File: src/rtl/sng_pair_pkg.sv
// rtl/sng_pair_pkg.sv - shared FSM state encoding and default sizing for sng_pair
package sng_pair_pkg;

    localparam int DEFAULT_WIDTH      = 8;
    localparam int DEFAULT_FRAME_LOG2 = 8;

    typedef enum logic [1:0] {
        ST_IDLE = 2'd0,
        ST_RUN  = 2'd1,
        ST_DONE = 2'd2
    } sng_state_e;

endpackage

File: src/rtl/sng_pair_cmp.sv
// rtl/sng_pair_cmp.sv - sng_cmp: latched operand, comparator and registered stochastic bit
//
// Ports:
//   clk, rst  : clock, asynchronous active-high reset
//   load      : capture x_in into the operand register
//   en        : emit the comparison result on the next edge (otherwise the bit is forced 0)
//   x_in      : operand to latch
//   rnd       : random word compared against the latched operand
//   hit       : rnd < latched operand, for the parent's ones counter (feeds flops only)
//   bit_out   : registered stochastic bit
module sng_cmp
    import sng_pair_pkg::*;
#(
    parameter int WIDTH = DEFAULT_WIDTH
) (
    input  logic             clk,
    input  logic             rst,
    input  logic             load,
    input  logic             en,
    input  logic [WIDTH-1:0] x_in,
    input  logic [WIDTH-1:0] rnd,
    output logic             hit,
    output logic             bit_out
);

    logic [WIDTH-1:0] x_q, x_d;
    logic             bit_q, bit_d;

    always_comb begin
        x_d   = x_q;
        if (load) begin
            x_d = x_in;
        end
        hit   = (rnd < x_q);
        bit_d = en & hit;
    end

    always_ff @(posedge clk or posedge rst) begin
        if (rst) begin
            x_q   <= '0;
            bit_q <= 1'b0;
        end else begin
            x_q   <= x_d;
            bit_q <= bit_d;
        end
    end

    assign bit_out = bit_q;

endmodule

File: src/rtl/sng_pair.sv
// rtl/sng_pair.sv - paired stochastic number generator producing framed bitstreams
//
// Ports:
//   TRIG, RESET          : clock, asynchronous active-high reset
//   RND1, RND2           : random words from the upstream LFSR
//   X1, X2               : operands (probability X/2^WIDTH), latched on load
//   IN_VALID / IN_READY  : operand-load handshake, ready only in IDLE
//   ABORT                : cancel the current frame, return to IDLE
//   S1, S2, S_VALID      : registered stochastic bits and their qualifier
//   FRAME_LAST           : qualifies the final bit of a frame
//   DONE                 : one-cycle pulse after a completed frame
//   CNT1                 : ones count on S1 over the last completed frame
module sng_pair
    import sng_pair_pkg::*;
#(
    parameter int WIDTH      = DEFAULT_WIDTH,
    parameter int FRAME_LOG2 = DEFAULT_FRAME_LOG2
) (
    input  logic              TRIG,
    input  logic              RESET,
    input  logic [WIDTH-1:0]  RND1,
    input  logic [WIDTH-1:0]  RND2,
    input  logic [WIDTH-1:0]  X1,
    input  logic [WIDTH-1:0]  X2,
    input  logic              IN_VALID,
    output logic              IN_READY,
    input  logic              ABORT,
    output logic              S1,
    output logic              S2,
    output logic              S_VALID,
    output logic              FRAME_LAST,
    output logic              DONE,
    output logic [FRAME_LOG2:0] CNT1
);

    localparam int CW = FRAME_LOG2 + 1;

    sng_state_e            state_q, state_d;
    logic [FRAME_LOG2-1:0] frame_q, frame_d;
    logic [CW-1:0]         ones_q, ones_d;
    logic [CW-1:0]         cnt1_q, cnt1_d;
    logic                  s_valid_q, s_valid_d;
    logic                  frame_last_q, frame_last_d;
    logic                  done_q, done_d;
    logic                  load, run_en;
    logic                  hit1, hit2;

    sng_cmp #(.WIDTH(WIDTH)) u_cmp1 (
        .clk     (TRIG),
        .rst     (RESET),
        .load    (load),
        .en      (run_en),
        .x_in    (X1),
        .rnd     (RND1),
        .hit     (hit1),
        .bit_out (S1)
    );

    sng_cmp #(.WIDTH(WIDTH)) u_cmp2 (
        .clk     (TRIG),
        .rst     (RESET),
        .load    (load),
        .en      (run_en),
        .x_in    (X2),
        .rnd     (RND2),
        .hit     (hit2),
        .bit_out (S2)
    );

    always_comb begin
        state_d      = state_q;
        frame_d      = frame_q;
        ones_d       = ones_q;
        cnt1_d       = cnt1_q;
        s_valid_d    = 1'b0;
        frame_last_d = 1'b0;
        done_d       = 1'b0;
        load         = 1'b0;
        run_en       = 1'b0;
        case (state_q)
            ST_IDLE: begin
                // ABORT has priority over a load request
                if (IN_VALID && !ABORT) begin
                    load    = 1'b1;
                    frame_d = '0;
                    ones_d  = '0;
                    state_d = ST_RUN;
                end
            end
            ST_RUN: begin
                if (ABORT) begin
                    state_d = ST_IDLE;
                end else begin
                    run_en    = 1'b1;
                    s_valid_d = 1'b1;
                    frame_d   = frame_q + 1'b1;
                    ones_d    = ones_q + CW'(hit1);
                    if (frame_q == {FRAME_LOG2{1'b1}}) begin
                        frame_last_d = 1'b1;
                        state_d      = ST_DONE;
                    end
                end
            end
            ST_DONE: begin
                // The last bit is on the outputs during this state; the
                // completion pulse and count publish follow it.
                state_d = ST_IDLE;
                if (!ABORT) begin
                    done_d = 1'b1;
                    cnt1_d = ones_q;
                end
            end
            default: begin
                state_d = ST_IDLE;
            end
        endcase
    end

    always_ff @(posedge TRIG or posedge RESET) begin
        if (RESET) begin
            state_q      <= ST_IDLE;
            frame_q      <= '0;
            ones_q       <= '0;
            cnt1_q       <= '0;
            s_valid_q    <= 1'b0;
            frame_last_q <= 1'b0;
            done_q       <= 1'b0;
        end else begin
            state_q      <= state_d;
            frame_q      <= frame_d;
            ones_q       <= ones_d;
            cnt1_q       <= cnt1_d;
            s_valid_q    <= s_valid_d;
            frame_last_q <= frame_last_d;
            done_q       <= done_d;
        end
    end

    assign IN_READY   = (state_q == ST_IDLE);
    assign S_VALID    = s_valid_q;
    assign FRAME_LAST = frame_last_q;
    assign DONE       = done_q;
    assign CNT1       = cnt1_q;

endmodule

File: config.mk
export PLATFORM = sky130hd
export DESIGN_NAME = sng_pair
export DESIGN_NICKNAME = d
export VERILOG_FILES = /design/src/rtl/sng_pair_pkg.sv /design/src/rtl/sng_pair_cmp.sv /design/src/rtl/sng_pair.sv
export SDC_FILE = /design/constraint.sdc
export NUM_CORES = 1
export LEC_CHECK = 0
export BUFFER_PORTS_ARGS = -buffer_cell sky130_fd_sc_hd__buf_2
export CORE_ASPECT_RATIO = 0.6
export CORE_MARGIN = 3
export CORE_UTILIZATION = 30
export CTS_CLUSTER_DIAMETER = 200
export DETAILED_ROUTE_END_ITERATION = 16
export GPL_TIMING_DRIVEN = 0
export PLACE_DENSITY_LB_ADDON = 0.08
export SYNTH_ARGS = -nofsm -noshare
export SYNTH_HDL_FRONTEND = slang
export SYNTH_HIERARCHICAL = 1
export SYNTH_SLANG_ARGS = --single-unit
File: constraint.sdc
create_clock -name TRIG -period 2.7 [get_ports TRIG]
set_clock_uncertainty 0.2 [all_clocks]
set_input_delay 0.81 -clock TRIG [delete_from_list [all_inputs] [get_ports TRIG]]
set_output_delay 0.81 -clock TRIG [all_outputs]
set_load 0.05 [all_outputs]
==> impl_metrics.yaml, run 1 <==
power_and_ir_drop:
  power_frac_clock_pct: 35.4
  seqPwrFrac_pct: 46.2
  pwr-share-comb_pct: 18.4
  internal_power_mw: 1.35
  power_density_nw_per_um2: 623
  power_leakage_nw: 1.44
  switching_share_pct: 27.2
  vdd_drop_max_mv: 0.271
  switchingPower_mw: 0.501
synthesis:
  synth_cells: 221
  synth_nets: 274
  syn_avg_cell_area_sq_um: 10.7
  synth_area_sq_um: 2350
  ys_warn_count: 6
layout:
  multi_input_area_sq_um: 1070
  insertedDiodeCount: 0
  final_common_cell: "buf_2"
  drive_above_1_share_pct: 30.4
  seqCellArea_sq_um: 1230
  syn2layout_area_growth_pct: 25.9
  final_cell_area_sq_um: 2970
  num-fill-cells: 800
  fin_nets: 332
  final_cell_mix: "buf_2, dfrtp_1, nand2_1, inv_1, o21ai_0"
  final_util_pct: 39.8
global_routing:
  grt_max_degree: 32
  antenna_found_initial: 0
  first_global_vias: 1718
  grt.overflow.total: 0
  grt_usage_pct: 12.6
  grt_pass1_wl_mm: 8.76
sta:
  hold_viol: 0
  period_needed_ns: 2.60
  fmax_mhz: 384
  tightest_slew_ns: 0.675
  final.period_utilization_pct: 96.4
  relSlewSlack_pct: 54.7
  setup_violations: 0
  slew_violations: 0
route:
  drc: 0
  wire_per_inst_microns: 13.8
  firstDrtPassIters: 4
  drt_wl_total_mm: 5.30
  drtIter0Drc: 88
  antenna_left: 0
  vias_per_cell: 4.62
  vias: 1774
placed_design:
  placed_area_sq_um: 2760
  hpwl_mm: 3.98
  io_buffers: 50
  gp_congestion: 0.705
setup_path:
  slowest_stage: "and4bb_2"
  slowest_delay_ns: 0.30
  required_ns: 2.67
  reg2reg_depth: 10
  critPathLaunchType: "input port"
  path_buf_inv: 1
  critPathKind: "input port to flip-flop"
  arrival_ns: 2.57
  worst-path-max-fanout: 4
  cp_cell_sequence: "buf_2 > ha_4 > a211oi_2 > o21ai_2 > a21oi_2 > ha_4 > ha_4 > and4bb_2 > nand4_1 > mux2i_1"
  ff2ff_setup_slack_ns: 0.31
  endpoint_kind: "flip-flop"
  path_delay_family: "adder cells"
  r2r_end: "ones_q[8]$_DFFE_PP0P_"
  r2r_start: "u_cmp1/x_q[2]$_DFFE_PP0P_"
  critPathMostFrequentCell: "ha_4"
die:
  core_area_sq_um: 7450
  rows: 24
  fp.dieArea_sq_um: 8980
  die_w_microns: 120
  start_util_pct: 31.6
  ioPinCount: 51
  die_h_microns: 74.6
clock_tree:
  cts_tree: "yes"
  clk-insertion-delay-late_ns: 0.28
  hold_buffers: 0
  clkTransAtPathRegs_ns: 0.07
  cts_resized: 0
  clock-root-buffer: "clkbuf_16"
  cts_buffers: 5
  htreeDepth: 2
  clock_sinks: 49
  post_cts_buffers: 0
  cts_buffer_depth: 2
hold_path:
  hold_class: "flip-flop to flip-flop"
  hold_depth: 1
  hold_path_startpoint: "u_cmp2/x_q[0]$_DFFE_PP0P_"
  holdPathEnd: "u_cmp2/x_q[0]$_DFFE_PP0P_"
job:
  cap_violations: 0
run_status:
  outcome: "completed"
==> per-stage QoR <==
stage / setup slack [ns] / TNS, ns / power, mW / hold slack (ns) / std cells
final: 0.0966 / 0 / 1.85 / 0.300 / 384
after global routing: -0.00377 / -0.00377 / 1.96 / 0.311 / 384
after CTS: 0.00259 / 0 / 1.84 / 0.305 / 383
after detailed placement: -0.286 / -2.68 / 1.18 / 0.289 / 375
after global placement: -0.297 / -2.63 / 1.18 / 0.284 / 375
after floorplan: 0.0572 / 0 / 1.08 / 0.272 / 221
==> power by group through the flow <==
stage	clock network (mW)	logic [mW]	registers, mW
CTS	0.673	0.324	0.846
floorplan	0	0.219	0.862
detailed placement	0	0.322	0.860
finish	0.653	0.340	0.854
global placement	0	0.319	0.859
global route	0.703	0.397	0.863
==> worst max-delay path by stage <==
stage,startpoint,end,cells past startpoint
6_report,RND1[2],ones_q[8]$_DFFE_PP0P_,10
2_1_floorplan,RND1[7],ones_q[5]$_DFFE_PP0P_,8
4_1_cts,RND1[7],ones_q[8]$_DFFE_PP0P_,10
3_3_place_gp,RND1[7],ones_q[8]$_DFFE_PP0P_,10
5_1_grt,RND1[2],ones_q[7]$_DFFE_PP0P_,9
3_5_place_dp,RND1[2],ones_q[8]$_DFFE_PP0P_,10
==> state kept, by name, summed over array words and instances, names as in the netlist <==
signal	cells
CNT1	9
DONE	1
FRAME_LAST	1
S_VALID	1
frame_q	8
ones_q	9
state_q	2
u_cmp1/bit_out	1
u_cmp1/x_q	8
u_cmp2/bit_out	1
u_cmp2/x_q	8
==> final cells by class <==
| type | count | area share (%) |
|---|---|---|
| clock buffer | 7 | 5.15 |
| inverter | 23 | 2.91 |
| multi-input combinational | 143 | 35.9 |
| timing repair buffer | 51 | 8.95 |
| tap | 104 | 4.39 |
| buffer | 6 | 1.14 |
| clock inverter | 1 | 0.169 |
| sequential | 49 | 41.4 |
==> layer usage <==
metal / GRT usage (%) / up-vias / part of all wire, %
met5: 0 / - / 0
met4: 3.52 / 0 / 0.55
li1: - / 898 / -
met2: 16.3 / 36 / 38
met1: 19.8 / 838 / 56
met3: 3.75 / 2 / 5.5
==> worst register-to-register path, cell delays in order (launching register included) <==
cell	delay [ns]
dfrtp_1	0.36
inv_1	0.10
ha_4	0.22
a211oi_2	0.23
o21ai_2	0.10
a21oi_2	0.18
ha_4	0.18
ha_4	0.13
and4bb_2	0.30
nand4_1	0.14
mux2i_1	0.14
Note: power is estimated with default switching activity, not from simulation.
==> run 2, diff against run 1 <==
Settings changed: SYNTH_HIERARCHICAL 1 to not set.
==> run 2 against run 1 <==
Worst setup slack lost 0.36 ns. Non-clock buffer count grew 4. Critical path depth grew 2. Global-route usage grew 0.73 points. Sequential power shrank 2.9%. Critical endpoint unchanged. Fmax shrank 12%. Worst hold slack lost 0.030 ns. The flow now finishes with violations (setup timing). Combinational power shrank 5.9%. Die area shrank 0.64%. Largest cell class unchanged. Power shrank 4.9%.
==> impl_metrics.yaml, run 2 <==
setup_path:
  required_ns: 2.71
  critPathLaunchType: "input port"
  startpoint: "RND1[2]"
  worst-path-max-fanout: 3
  endpoint_kind: "flip-flop"
  r2r_start: "u_cmp1.x_q[2]$_DFFE_PP0P_"
  arrival_ns: 2.97
  critPathKind: "input port to flip-flop"
power_and_ir_drop:
  power_density_nw_per_um2: 587
  power_leakage_nw: 1.42
  vdd_drop_max_mv: 0.217
route:
  wl_met2_mm: 2.18
  dr_wl_met3_microns: 218
  drt_wl_total_mm: 5.52
  antenna_left: 0
  m1WireLength_mm: 3.07
  wire_per_inst_microns: 13.9
  top_layer: "met4"
  drtIter0Drc: 90
  vias_per_cell: 4.54
  firstDrtPassIters: 4
  drc: 0
  vias: 1797
die:
  ioPinCount: 51
  start_util_pct: 31.5
  die_h_microns: 74.4
  rows: 24
  fp.dieArea_sq_um: 8930
  die_w_microns: 120
  core_area_sq_um: 7420
placed_design:
  hpwl_mm: 4.11
  io_buffers: 50
  gp_congestion: 0.743
  placed_area_sq_um: 2790
sta:
  hold_viol: 0
  slew_violations: 0
  setup_slack_ns: -0.260
  setup_violations: 4
  final.period_utilization_pct: 110
  rsz0062_at_grt: "yes"
  fmax_mhz: 338
  relSlewSlack_pct: 46.2
  tightest_slew_ns: 0.806
  period_needed_ns: 2.96
layout:
  seqCellArea_sq_um: 1230
  num-fill-cells: 782
  multi_input_area_sq_um: 1100
  drive_above_1_share_pct: 30.1
  final_util_pct: 40.4
  syn2layout_area_growth_pct: 28.0
  final_cell_area_sq_um: 2990
  fin_nets: 344
  insertedDiodeCount: 0
  final_cell_mix: "dfrtp_1, buf_2, nand2_1, o21ai_0, inv_1"
global_routing:
  grt.overflow.total: 0
  antenna_found_initial: 0
  grt_max_degree: 36
  grt_pass1_wl_mm: 9.09
  first_global_vias: 1770
  grt_usage_pct: 13.3
synthesis:
  synth_seq_cells: 49
  yosysSeqAreaShare_pct: 52.4
  synth_cells: 230
  ys_top_cells_by_area: "dfrtp_1, ha_1, o21ai_0"
  synth_edf_count: 0
  syn_avg_cell_area_sq_um: 10.2
  synth_nets: 283
  yosysUniqueCellTypes: 38
  yosysTopAreaCellShare_pct: 52.4
  synth.most_common_cell: "dfrtp_1"
  yosys-top-cells-count: "dfrtp_1, nand2_1, o21ai_0"
  async_flop_share_pct: 100
  ys.flop_type: "dfrtp_1"
  synth_area_sq_um: 2340
  synth_top_area_cell: "dfrtp_1"
  ys_warn_count: 0
run_status:
  outcome: "finished with violations"
  violations: "setup timing"
hold_path:
  hold_class: "flip-flop to flip-flop"
  hold_path_startpoint: "u_cmp2.x_q[0]$_DFFE_PP0P_"
clock_tree:
  htreeDepth: 2
  cts_buffers: 5
  hold_buffers: 0
  clock_sinks: 49
  cts_buffer_depth: 2
  clk-insertion-delay-late_ns: 0.29
  clkTransAtPathRegs_ns: 0.06
  clock-root-buffer: "clkbuf_16"
  cts_tree: "yes"
job:
  cap_violations: 0
[run 2: layout make-up]
cell class	count	share of cell area (%)
flip-flops and latches	49	41.0
multi-input cells	156	36.9
repair buffers	54	9.99
well taps	104	4.35
clock buffers	6	4.30
inverters	18	2.26
plain buffers	7	0.919
clock inverters	2	0.334
[run 2: what timing repair did]
item                                    CTS  global route
pin swaps                                 7             2
endpoints found under the hold margin     0             0
buffers inserted                          2             1
gates resized for setup                   4             4
gates cloned                              0             0
endpoints found under the setup margin    6             7
[run 2: critical path, stage by stage]
cell,delay (ns)
buf_6,0.09
ha_4,0.19
o21a_1,0.19
o21ai_2,0.12
a221oi_2,0.10
a211oi_2,0.22
ha_2,0.25
ha_4,0.14
nand3_2,0.08
or3_4,0.35
or3_1,0.31
a21oi_1,0.12
[run 2: worst paths after layout]
check	cells after the start	endpoint	slack, ns
setup / recovery	12	ones_q[8]$_DFFE_PP0P_	-0.26
min in group asynchronous	2	CNT1[0]$_DFFE_PP0P_	0.28
hold reg to reg	2	u_cmp2.x_q[0]$_DFFE_PP0P_	0.27
hold / removal	2	u_cmp2.x_q[0]$_DFFE_PP0P_	0.27
setup reg to reg	12	ones_q[8]$_DFFE_PP0P_	-0.12
max in group asynchronous	3	frame_q[4]$_DFFE_PP0P_	1.52
[run 2: kinds of logic after synthesis]
kind of cell / count (synthesis) / synth area share (%)
buf+inv: 25 / 4.07
flops: 49 / 52.4
compound gates: 46 / 11.3
simple gates: 77 / 16.2
mux: 9 / 4.33
xor+xnor: 7 / 2.62
fa+ha+maj: 17 / 9.10
[run 2: report_power, final]
group / switching, mW / total (mW) / internal [mW] / leakage, nW
Combinational: 0.188 / 0.320 / 0.132 / 0.695
Sequential: 0.0305 / 0.829 / 0.799 / 0.653
Clock: 0.267 / 0.607 / 0.341 / 0.0706
Total: 0.485 / 1.76 / 1.27 / 1.42
[run 2: through the flow]
step	total power, mW	std cells	TNS [ns]	setup slack, ns	hold WS, ns
4_1_cts	1.79	395	-0.893	-0.338	0.278
6_report	1.76	396	-0.709	-0.260	0.270
3_5_place_dp	1.15	385	-3.73	-0.833	0.261
3_3_place_gp	1.14	384	-18.36	-0.858	0.263
5_1_grt	1.88	396	-1.40	-0.360	0.298
2_1_floorplan	1.05	230	-0.989	-0.431	0.238
[run 2: routing by layer]
layer / vias to the layer above / global-route usage, %
met5: - / 0
met3: 5 / 4.10
met2: 25 / 18.2
li1: 915 / -
met1: 852 / 20.0
met4: 0 / 3.81
==> run 3, diff against run 2 <==
Settings changed: BUFFER_PORTS_ARGS -buffer_cell sky130_fd_sc_hd__buf_2 to not set, CAP_MARGIN set to 30, DONT_BUFFER_PORTS set to 1, SLEW_MARGIN set to 20.
==> run 3 against run 2 <==
The run still ends with setup timing left. Sequential share of layout area up 4.0 points. Highest routed layer unchanged. Non-clock buffer count down 51. Cell area down 8.8%. Worst hold slack worse by 0.0082 ns. Clock power up 17%. Worst setup slack better by 0.055 ns. Critical path depth down 1. Sequential power up 2%.
==> impl_metrics.yaml, run 3 (synthesis gave the netlist of run 2 again) <==
run_status:
  violations: "setup timing"
  outcome: "finished with violations"
layout:
  insertedDiodeCount: 0
  final_cell_mix: "dfrtp_1, nand2_1, o21ai_0, inv_1"
  drive_above_1_share_pct: 15.8
  final_common_cell: "dfrtp_1"
  fin_nets: 293
  stdcell_count: 344
  final_util_pct: 36.8
  num-fill-cells: 754
  syn2layout_area_growth_pct: 16.7
  final_cell_area_sq_um: 2730
sta:
  finalHoldWorstSlack_ns: 0.262
  hold_viol: 0
  setup_slack_ns: -0.206
  setup_violations: 3
  relSlewSlack_pct: 39.1
  fmax_mhz: 344
  slew_violations: 0
  tns_ns: -0.420
  period_needed_ns: 2.91
  final.period_utilization_pct: 108
  rsz0062_at_grt: "yes"
  tightest_slew_ns: 0.910
clock_tree:
  cts_buffer_depth: 2
  htreeDepth: 2
  clk-insertion-delay-late_ns: 0.29
  cts_tree: "yes"
  clock_sinks: 49
  clock-root-buffer: "clkbuf_16"
  cts_buffers: 5
  clkTransAtPathRegs_ns: 0.07
placed_design:
  io_buffers: 0
  post-place-ws_ns: -0.795
  gp_congestion: 0.699
  post-place-cells: 334
  hpwl_mm: 3.94
  placed_area_sq_um: 2520
setup_path:
  endpoint_kind: "flip-flop"
  critPathKind: "input port to flip-flop"
  reg2reg_depth: 12
  cp_cell_sequence: "ha_4 > o21a_1 > o21ai_2 > a221oi_2 > a211oi_2 > ha_2 > ha_4 > nand3_2 > or3_4 > or3_1 > a21oi_1"
  startpoint: "RND1[2]"
  required_ns: 2.71
  slowest_delay_ns: 0.35
  worst-path-max-fanout: 3
  path_buf_inv: 0
  critPathMostFrequentCell: "ha_4"
  arrival_ns: 2.92
  slowest_stage: "or3_4"
  r2r_end: "ones_q[8]$_DFFE_PP0P_"
  path_delay_family: "compound AO/OA/AOI/OAI gates"
  critPathLaunchType: "input port"
  ff2ff_setup_slack_ns: -0.14
  r2r_start: "u_cmp1.x_q[2]$_DFFE_PP0P_"
global_routing:
  grt_usage_pct: 13.4
  grtUsageMet2_pct: 18.0
  grt_util_met1_pct: 19.7
  use_met3_pct: 4.48
  grt.busiest_layer: "met1"
  grt_max_degree: 50
  grt_pass1_wl_mm: 9.00
  antenna_found_initial: 0
  first_global_vias: 1689
  grt.overflow.total: 0
route:
  antenna_left: 0
  drc: 0
  firstDrtPassIters: 6
  drt_wl_total_mm: 5.46
  vias: 1636
  drtIter0Drc: 84
  wire_per_inst_microns: 15.9
  vias_per_cell: 4.76
power_and_ir_drop:
  internal_power_mw: 1.33
  power_mw: 1.82
  power_density_nw_per_um2: 667
  power_frac_clock_pct: 38.9
  pwr-share-comb_pct: 14.7
  switchingPower_mw: 0.485
  power_leakage_nw: 1.20
  switching_share_pct: 26.7
  vdd_drop_max_mv: 0.188
  seqPwrFrac_pct: 46.3
die:
  die_h_microns: 74.4
  start_util_pct: 31.5
  core_area_sq_um: 7420
  rows: 24
  die_w_microns: 120
  fp.dieArea_sq_um: 8930
  ioPinCount: 51
job:
  cap_violations: 0
hold_path:
  hold_class: "input port to asynchronous set/reset pin"
==> run 3: how the worst max path moves through the flow <==
stage,slack (ns),cells past startpoint,endpoint
2_1_floorplan,-0.43,11,ones_q[8]$_DFFE_PP0P_
3_3_place_gp,-0.78,11,ones_q[8]$_DFFE_PP0P_
3_5_place_dp,-0.80,10,ones_q[8]$_DFFE_PP0P_
4_1_cts,-0.27,11,ones_q[8]$_DFFE_PP0P_
5_1_grt,-0.33,11,ones_q[8]$_DFFE_PP0P_
6_report,-0.21,11,ones_q[8]$_DFFE_PP0P_
==> run 3: final cells by class <==
type                    count  area [sq um]  share of cell area (%)
clock inverters             2          35.0                    1.28
well taps                 104           130                    4.77
plain buffers               7          27.5                    1.01
inverters                  18          70.1                    2.57
repair buffers              3          22.5                   0.825
clock buffers               5           125                    4.58
flip-flops and latches     49          1230                    44.9
multi-input cells         156          1090                    40.1
==> run 3: per-layer routing <==
layer,up-vias,wire (microns)
met2,28,2140
met1,784,2940
met4,0,88
met5,-,0
li1,816,-
met3,8,291
==> run 3: power by group through the flow <==
stage,Clock [mW],Sequential (mW),Combinational [mW]
final,0.709,0.843,0.268
after global routing,0.765,0.851,0.318
after CTS,0.732,0.843,0.273
after detailed placement,0,0.857,0.258
after global placement,0,0.856,0.255
after floorplan,0,0.848,0.197
==> run 3: timing repair <==
| action | in CTS | in global routing |
|---|---|---|
| hold buffers | 0 | 0 |
| pin swaps | 6 | 2 |
| cloned | 0 | 0 |
| setup buffers | 2 | 1 |
| endpoints found under the hold margin | 0 | 0 |
| endpoints found under the setup margin | 5 | 7 |
| gates resized for setup | 3 | 4 |
